--- src/rtl/feature_stream_bridge.sv ---
`default_nettype none
// +--------------------------------------------------------------------------+
// | feature_stream_bridge                                                    |
// | Elastic FIFO bridge from featurizer to DNN: ready/valid output, window   |
// | last marker from a frame counter, clean window truncation on overflow.   |
// | Optional macro FEATURE_BRIDGE_STATS_EN: saturating drop counter.         |
// | Revision: 1.0                                                            |
// +--------------------------------------------------------------------------+
module feature_stream_bridge #(
  parameter  int FEATURE_BW        = 8,
  parameter  int NUM_CHANNELS      = 13,
  parameter  int FIFO_DEPTH        = 16,
  parameter  int FRAMES_PER_WINDOW = 50,
  localparam int VEC_BW            = FEATURE_BW * NUM_CHANNELS
) (
  input  logic              clk_i,
  input  logic              rst_n_i,
  input  logic              en_i,
  input  logic              clear_i,
  input  logic [VEC_BW-1:0] data_i,
  input  logic              valid_i,
  output logic [VEC_BW-1:0] data_o,
  output logic              valid_o,
  output logic              last_o,
  input  logic              ready_i,
  output logic              overflow_o,
  output logic [15:0]       drop_count_o
);

  localparam int ADDR_W = $clog2(FIFO_DEPTH);
  localparam int FC_W   = (FRAMES_PER_WINDOW > 1) ? $clog2(FRAMES_PER_WINDOW) : 1;

  localparam logic [ADDR_W:0]   CNT_FULL = (ADDR_W+1)'(FIFO_DEPTH);
  localparam logic [ADDR_W:0]   CNT_ONE  = (ADDR_W+1)'(1);
  localparam logic [ADDR_W-1:0] PTR_ONE  = ADDR_W'(1);
  localparam logic [FC_W-1:0]   FC_LAST  = FC_W'(FRAMES_PER_WINDOW - 1);
  localparam logic [FC_W-1:0]   FC_ONE   = FC_W'(1);

  typedef enum logic [1:0] {
    EMPTY   = 2'd0,
    PARTIAL = 2'd1,
    FULL    = 2'd2
  } state_t;

  state_t            state;
  state_t            state_next;
  logic [ADDR_W:0]   count;
  logic [ADDR_W:0]   count_next;
  logic [ADDR_W-1:0] wr_ptr;
  logic [ADDR_W-1:0] rd_ptr;
  logic [ADDR_W-1:0] tail_ptr;
  logic [FC_W-1:0]   fc;
  logic              overflow;
  logic [VEC_BW:0]   mem [FIFO_DEPTH];
  logic [VEC_BW:0]   head;

  logic push_req;
  logic pop;
  logic push_acc;
  logic drop;
  logic full;
  logic tag_now;
  logic tag_tail;

  assign full     = (state == FULL);
  assign valid_o  = (state != EMPTY);
  assign push_req = valid_i & en_i & ~clear_i;
  assign pop      = valid_o & ready_i & ~clear_i;
  assign push_acc = push_req & (~full | pop);
  assign drop     = push_req & full & ~pop;
  assign tag_now  = (fc == FC_LAST);
  // Only the first drop of a window closes it; later drops see fc == 0.
  assign tag_tail = drop & (fc != '0);
  assign tail_ptr = wr_ptr - PTR_ONE;

  always_comb begin
    count_next = count;
    state_next = PARTIAL;
    if (clear_i) begin
      count_next = '0;
    end else if (push_acc && !pop) begin
      count_next = count + CNT_ONE;
    end else if (pop && !push_acc) begin
      count_next = count - CNT_ONE;
    end
    if (count_next == '0) begin
      state_next = EMPTY;
    end else if (count_next == CNT_FULL) begin
      state_next = FULL;
    end
  end

  always_ff @(posedge clk_i or negedge rst_n_i) begin
    if (!rst_n_i) begin
      state    <= EMPTY;
      count    <= '0;
      wr_ptr   <= '0;
      rd_ptr   <= '0;
      fc       <= '0;
      overflow <= 1'b0;
    end else begin
      state <= state_next;
      count <= count_next;
      if (clear_i) begin
        wr_ptr   <= '0;
        rd_ptr   <= '0;
        fc       <= '0;
        overflow <= 1'b0;
      end else begin
        if (push_acc) begin
          wr_ptr <= wr_ptr + PTR_ONE;
          fc     <= tag_now ? '0 : fc + FC_ONE;
        end
        if (pop) begin
          rd_ptr <= rd_ptr + PTR_ONE;
        end
        if (drop) begin
          overflow <= 1'b1;
          fc       <= '0;
        end
      end
    end
  end

  // Storage is not reset: contents are only visible through valid_o.
  always_ff @(posedge clk_i) begin
    if (push_acc) begin
      mem[wr_ptr] <= {tag_now, data_i};
    end
    if (tag_tail) begin
      mem[tail_ptr][VEC_BW] <= 1'b1;
    end
  end

  assign head       = mem[rd_ptr];
  assign data_o     = valid_o ? head[VEC_BW-1:0] : '0;
  assign last_o     = valid_o ? head[VEC_BW] : 1'b0;
  assign overflow_o = overflow;

`ifdef FEATURE_BRIDGE_STATS_EN
  logic [15:0] drop_cnt;

  always_ff @(posedge clk_i or negedge rst_n_i) begin
    if (!rst_n_i) begin
      drop_cnt <= 16'h0000;
    end else if (clear_i) begin
      drop_cnt <= 16'h0000;
    end else if (drop && (drop_cnt != 16'hFFFF)) begin
      drop_cnt <= drop_cnt + 16'h0001;
    end
  end

  assign drop_count_o = drop_cnt;
`else
  assign drop_count_o = 16'h0000;
`endif

endmodule
`default_nettype wire
--- config.mk ---
export PLATFORM = sky130hd
export DESIGN_NAME = feature_stream_bridge
export DESIGN_NICKNAME = d
export VERILOG_FILES = /design/src/rtl/feature_stream_bridge.sv
export SDC_FILE = /design/constraint.sdc
export NUM_CORES = 1
export LEC_CHECK = 0
export CAP_MARGIN = 25
export CORE_MARGIN = 3
export CORE_UTILIZATION = 55
export CTS_CLUSTER_DIAMETER = 150
export DETAILED_ROUTE_END_ITERATION = 10
export PLACE_DENSITY_LB_ADDON = 0.15
export SLEW_MARGIN = 20
export SYNTH_ARGS = -nofsm -noshare
export SYNTH_HDL_FRONTEND = slang
export SYNTH_SLANG_ARGS = --single-unit
--- constraint.sdc ---
create_clock -name clk_i -period 30.9 [get_ports clk_i]
set_input_delay 6.18 -clock clk_i [delete_from_list [all_inputs] [get_ports clk_i]]
set_output_delay 6.18 -clock clk_i [all_outputs]
set_load 0.01 [all_outputs]
After elaboration in Yosys (flattened, before gate mapping). Memory sizes are Yosys's and may differ from the RTL's. Cells that the tools add are included.

Flip-flop bits (word level): 22. RAM bits: 1680. Input bits: 110. Output and inout bits: 123. Logic and storage cells: 64. Memories: 1.

Memories: mem (depth 16, bits a word 105, rd ports 1, clocked after Yosys merged registers in 0, write ports 1, RTL line 54) `logic [VEC_BW:0] mem [FIFO_DEPTH];`.

$add $sub $neg: 6. Eq/ne operators: 3. Multiplexer cells: 24. Bitwise gates (word level): 12. Reductions and logical operators: 12.

Operator list (count): $mux W105 (1); $reduce_or A105 Y1 (1); $mux W104 (1); $mux W6 (4); $mux W4 (5); $mux W5 (3); $add A4 B1 Y4 const B (2); $and A1 B1 Y1 (8); $reduce_bool A2 Y1 (4); $mux W1 (7); $add A6 B1 Y6 const B (1); $eq A6 B6 Y1 const B (1); $mux W2 (3); $reduce_bool A6 Y1 (1); $add A5 B1 Y5 const B (1); $eq A5 B5 Y1 const B (1); $logic_not A5 Y1 (1); $sub A5 B1 Y5 const B (1); $sub A4 B1 Y4 const B (1); $not A1 Y1 (3); $reduce_bool A3 Y1 (1); $eq A2 B2 Y1 const B (1); $logic_and A1 B1 Y1 (2); $logic_not A1 Y1 (2); $or A1 B1 Y1 (1).

Longest topological paths before layout.
Word-level depth: 13. Mapped depth: 8. Depth with buffers taken out: 7.

Worst setup path before layout. No wires, ideal clock.

Path kind: input-to-reg. Start: input port ready_i. End: memory mem[8][0] (netlist bit) (enable). Library setup time: 0.721 ns. Arrival: 14.852 ns. Data required time: 30.179 ns. Path slack: 15.327 ns. Stages: 4. Buffers on the path: 0. Cells stage by stage: or3b_4 -> a211o_1 -> or3_1 -> a211oi_1.

Cells in the longest elaborated chain, start to end: 9. Elaborated cells on any way between the ends: 14. Those cells by class: mux (6); bitwise (7); reduce/logical (1).

RTL lines: from (decl) (RTL line 25) `input logic ready_i,`; $and A1 B1 Y1 * (2 in a row) (RTL line 68) `assign pop = valid_o & ready_i & ~clear_i;`; $not A1 Y1 (RTL line 70) `assign drop = push_req & full & ~pop;`; $and A1 B1 Y1 (RTL line 70); $and A1 B1 Y1 (RTL line 73) `assign tag_tail = drop & (fc != '0);`; $mux W1 (RTL line 130) `if (tag_tail) begin`; $mux W1 (not written as such) (RTL line 131) `mem[tail_ptr][VEC_BW] <= 1'b1;`; $reduce_or A105 Y1 (no line); $mux W4 (no line) / $mux W2 (equally long branches); to (decl) (RTL line 54).

Every way passes the cells marked *; elsewhere a longest branch is shown, timed or not.

Worst setup path after layout.
Start: register rd_ptr[0]. End: output port data_o[35].

Cells in the longest elaborated chain, start to end: 2.

RTL lines: from (decl) (RTL line 50) `logic [ADDR_W-1:0] rd_ptr;`; from (signal assigned) (RTL line 115) `rd_ptr <= rd_ptr + PTR_ONE;`; $mem_v2 Z16 W105; $mux W104 (RTL line 136) `assign data_o = valid_o ? head[VEC_BW-1:0] : '0;`; to (decl) (RTL line 22) `output logic [VEC_BW-1:0] data_o,`.

Every way passes these cells.

==> impl_metrics.yaml <==
critical_path:
  arrival_ns: 6.74
  crit_path_frequent_cell: "buf_4"
  crit_path_top_delay_cell: "dfrtp_4"
  path_buf_inv: 6
  end_kind: "primary output"
  crit_family: "buffers and inverters"
  worstSetupStartpointType: "flop"
  crit_chain: "buf_4 > buf_4 > buf_4 > buf_4 > buf_12 > mux4_2 > mux4_2 > and2_1 > clkdlybuf4s50_1"
  cpPeakStageDelay_ns: 0.87
  cp.required_ns: 24.72
  r2r_setup_slack_ns: 26.72
  critPathKind: "flop to primary output"
  crit_fanout: 45
sta:
  fin_skew_ns: 0.0194
  finalSetupViolCount: 0
  maxSlewHeadroom_pct: 30.8
  finalHoldViolations: 0
  rsz0062_at_grt: "false"
  period_share_pct: 41.8
  setup_tns_ns: 0
  max_freq_mhz: 77.4
  layout_min_cycle_time_ns: 12.92
  drv_slew: 0
  hold_ws_ns: 0.520
  worstMarginPinSlew_ns: 1.04
clock_network:
  cts_hold_buf: 0
  postCtsSetupBuffers: 0
  cts_resized: 0
  clock_latency_ns: 0.76
  clk_path_buf_depth: 3
  cts_inserted_buffers: 170
  cts_tree: "built"
  path_clk_slew_ns: 0.06
  cts.htree.levels: 4
  clock-sinks: 1702
  clock-root-buffer: "clkbuf_16"
power_and_ir_drop:
  combPwrFrac_pct: 15.0
  swShare_pct: 22.7
  p_int_uw: 4150
  leakage_uw: 0.0228
  switchingPower_uw: 1220
  power.share.clock_pct: 37.2
  power_density_mw_per_mm2: 71.0
  pwr-share-seq_pct: 47.8
  peakVddDrop_mv: 0.0547
cells_and_area:
  multi_input_area_mm2: 0.0144
  area_growth_pct: 14.2
  n_fill_cell: 7827
  layout_common_cells: "edfxtp_1 (1680), mux4_2 (525), clkdlybuf4s50_1 (215)"
  drive_gt1_share_pct: 26.2
  finish.instance_area_mm2: 0.0757
  fin_nets: 3205
  final_common_cell: "edfxtp_1"
  regArea_mm2: 0.0510
floorplanning:
  core_area_mm2: 0.119
  fp-row-count: 126
  ioPinCount: 233
  dieArea_mm2: 0.125
  die_x_um: 353
  initial_core_util_pct: 55.7
  die_h_um: 353
route:
  final_antenna_net_count: 0
  wl_mm: 148
  vias_per_cell: 6.28
  firstDrtPassIters: 5
  wl_per_cell_um: 30.7
  vias: 30300
  drc: 0
  drtIter0Drc: 3285
grt:
  grt_pass1_wl_mm: 220
  grt-ovfl-total: 0
  grtUsageTotal_pct: 24.3
  grt_max_degree: 123
  grt_pass1_vias: 32100
  antenna_found_initial: 11
yosys:
  synthCells: 2784
  synth_area_mm2: 0.0663
  ys_ff_latch: 1702
  synth_seq_area_share_pct: 77.0
  async_reset_ff_share_pct: 1.29
  ys_warn_count: 0
  synth-edff-count: 1680
  avgSynthCellArea_um2: 23.8
  synth.distinct_cells: 58
  synth-main-ff-cell: "edfxtp_1"
flow_run:
  drv_cap: 0
placed_design:
  io_buffers: 216
  gp_congestion: 0.750
  place_hpwl_mm: 71.6
  placed_cell_area_mm2: 0.0702
worst_hold_path:
  hold_path.class: "flop to flop"
status:
  status: "completed"
==> per-stage QoR <==
step	power, µW	worst slack [ns]	cells	util, %
2_1_floorplan	3190	15.33	2799	-
3_3_place_gp	3420	18.41	4510	59.0
3_5_place_dp	3430	18.37	4512	59.1
4_1_cts	5420	17.54	4817	63.6
5_1_grt	5560	17.28	4821	63.7
6_report	5370	17.98	4822	63.7
==> state kept, by name, summed over array words and instances (netlist names) <==
register,count
mem,1680
fc,6
count,5
rd_ptr,4
wr_ptr,4
state,2
overflow_o,1
==> layer usage <==
layer  vias to the layer above  part of all wire [%]  global-route usage [%]
li1                      12400                     -                       -
met1                     16500                    41                    35.1
met2                      1208                    51                    40.0
met3                       178                   7.2                    4.36
met4                         2                   1.4                    4.75
met5                         -                0.0088                       0
==> power groups by stage <==
| stage | logic (µW) | registers (µW) | clock network, µW |
|---|---|---|---|
| floorplan | 583 | 2600 | 0 |
| global placement | 806 | 2610 | 0 |
| detailed placement | 817 | 2620 | 0 |
| CTS | 821 | 2570 | 2030 |
| global route | 866 | 2570 | 2130 |
| finish | 808 | 2570 | 2000 |
==> layout make-up <==
type	count	share of cell area [%]
Clock inverter	84	1.08
Tap cell	1600	2.65
Antenna cell	2	0.00661
Sequential cell	1702	67.4
Timing Repair Buffer	281	3.71
Clock buffer	221	6.06
Inverter	10	0.0496
Multi-Input combinational cell	922	19.0
==> cell usage after synthesis, types with 2 or more instances <==
library cell | number | area (µm²)
or3_1 | 4 | 25.0
o31a_1 | 2 | 17.5
and3_1 | 2 | 12.5
o21ai_0 | 8 | 40.0
inv_1 | 10 | 37.5
buf_4 | 16 | 120
and2_1 | 212 | 1330
a21oi_1 | 13 | 65.1
xor2_1 | 2 | 17.5
a22oi_1 | 2 | 15.0
nand2b_1 | 3 | 18.8
xnor2_1 | 7 | 61.3
nand3_1 | 17 | 85.1
dfrtp_1 | 22 | 551
buf_6 | 43 | 484
nor2_1 | 44 | 165
buf_2 | 9 | 45.0
o211ai_1 | 2 | 15.0
buf_1 | 9 | 33.8
nand2_1 | 15 | 56.3
mux2_2 | 2 | 22.5
ha_1 | 8 | 100
nand4_1 | 2 | 12.5
a41oi_1 | 2 | 17.5
mux4_2 | 525 | 11800
edfxtp_1 | 1680 | 50400
clkbuf_1 | 88 | 330
o32ai_1 | 2 | 17.5
mux2i_1 | 2 | 20.0
nor3_1 | 3 | 15.0
==> worst min-delay path, cell delays in order, from the launching register on <==
cell and delay (ns):
dfrtp_1 0.36, a21oi_1 0.05, nor2_1 0.08
==> final timing paths <==
kind                       cells past startpoint          to       start
min reg2reg                                    2  overflow_o  overflow_o
max                                            9  data_o[35]   rd_ptr[0]
max in group asynchronous                      1   rd_ptr[0]     rst_n_i
min in group asynchronous                      1       fc[2]     rst_n_i
min                                            2  overflow_o  overflow_o
max reg2reg                                    6  mem[8][74]    state[0]
==> kinds of logic (layout without fill, tap and decap cells) <==
| group | count (synthesis) | count (layout) | synth area share [%] |
|---|---|---|---|
| AOI/OAI and AO/OA | 48 | 48 | 0.542 |
| muxes | 529 | 529 | 17.9 |
| DFF | 1702 | 1702 | 77.0 |
| buffers and inverters | 175 | 596 | 1.59 |
| and+or+nand+nor | 312 | 312 | 2.73 |
| adders and majority gates | 8 | 8 | 0.151 |
| other | 1 | 18 | 0.00566 |
| xor gates and xnor gates | 9 | 9 | 0.119 |
Note: power is estimated with default switching activity, not from simulation.
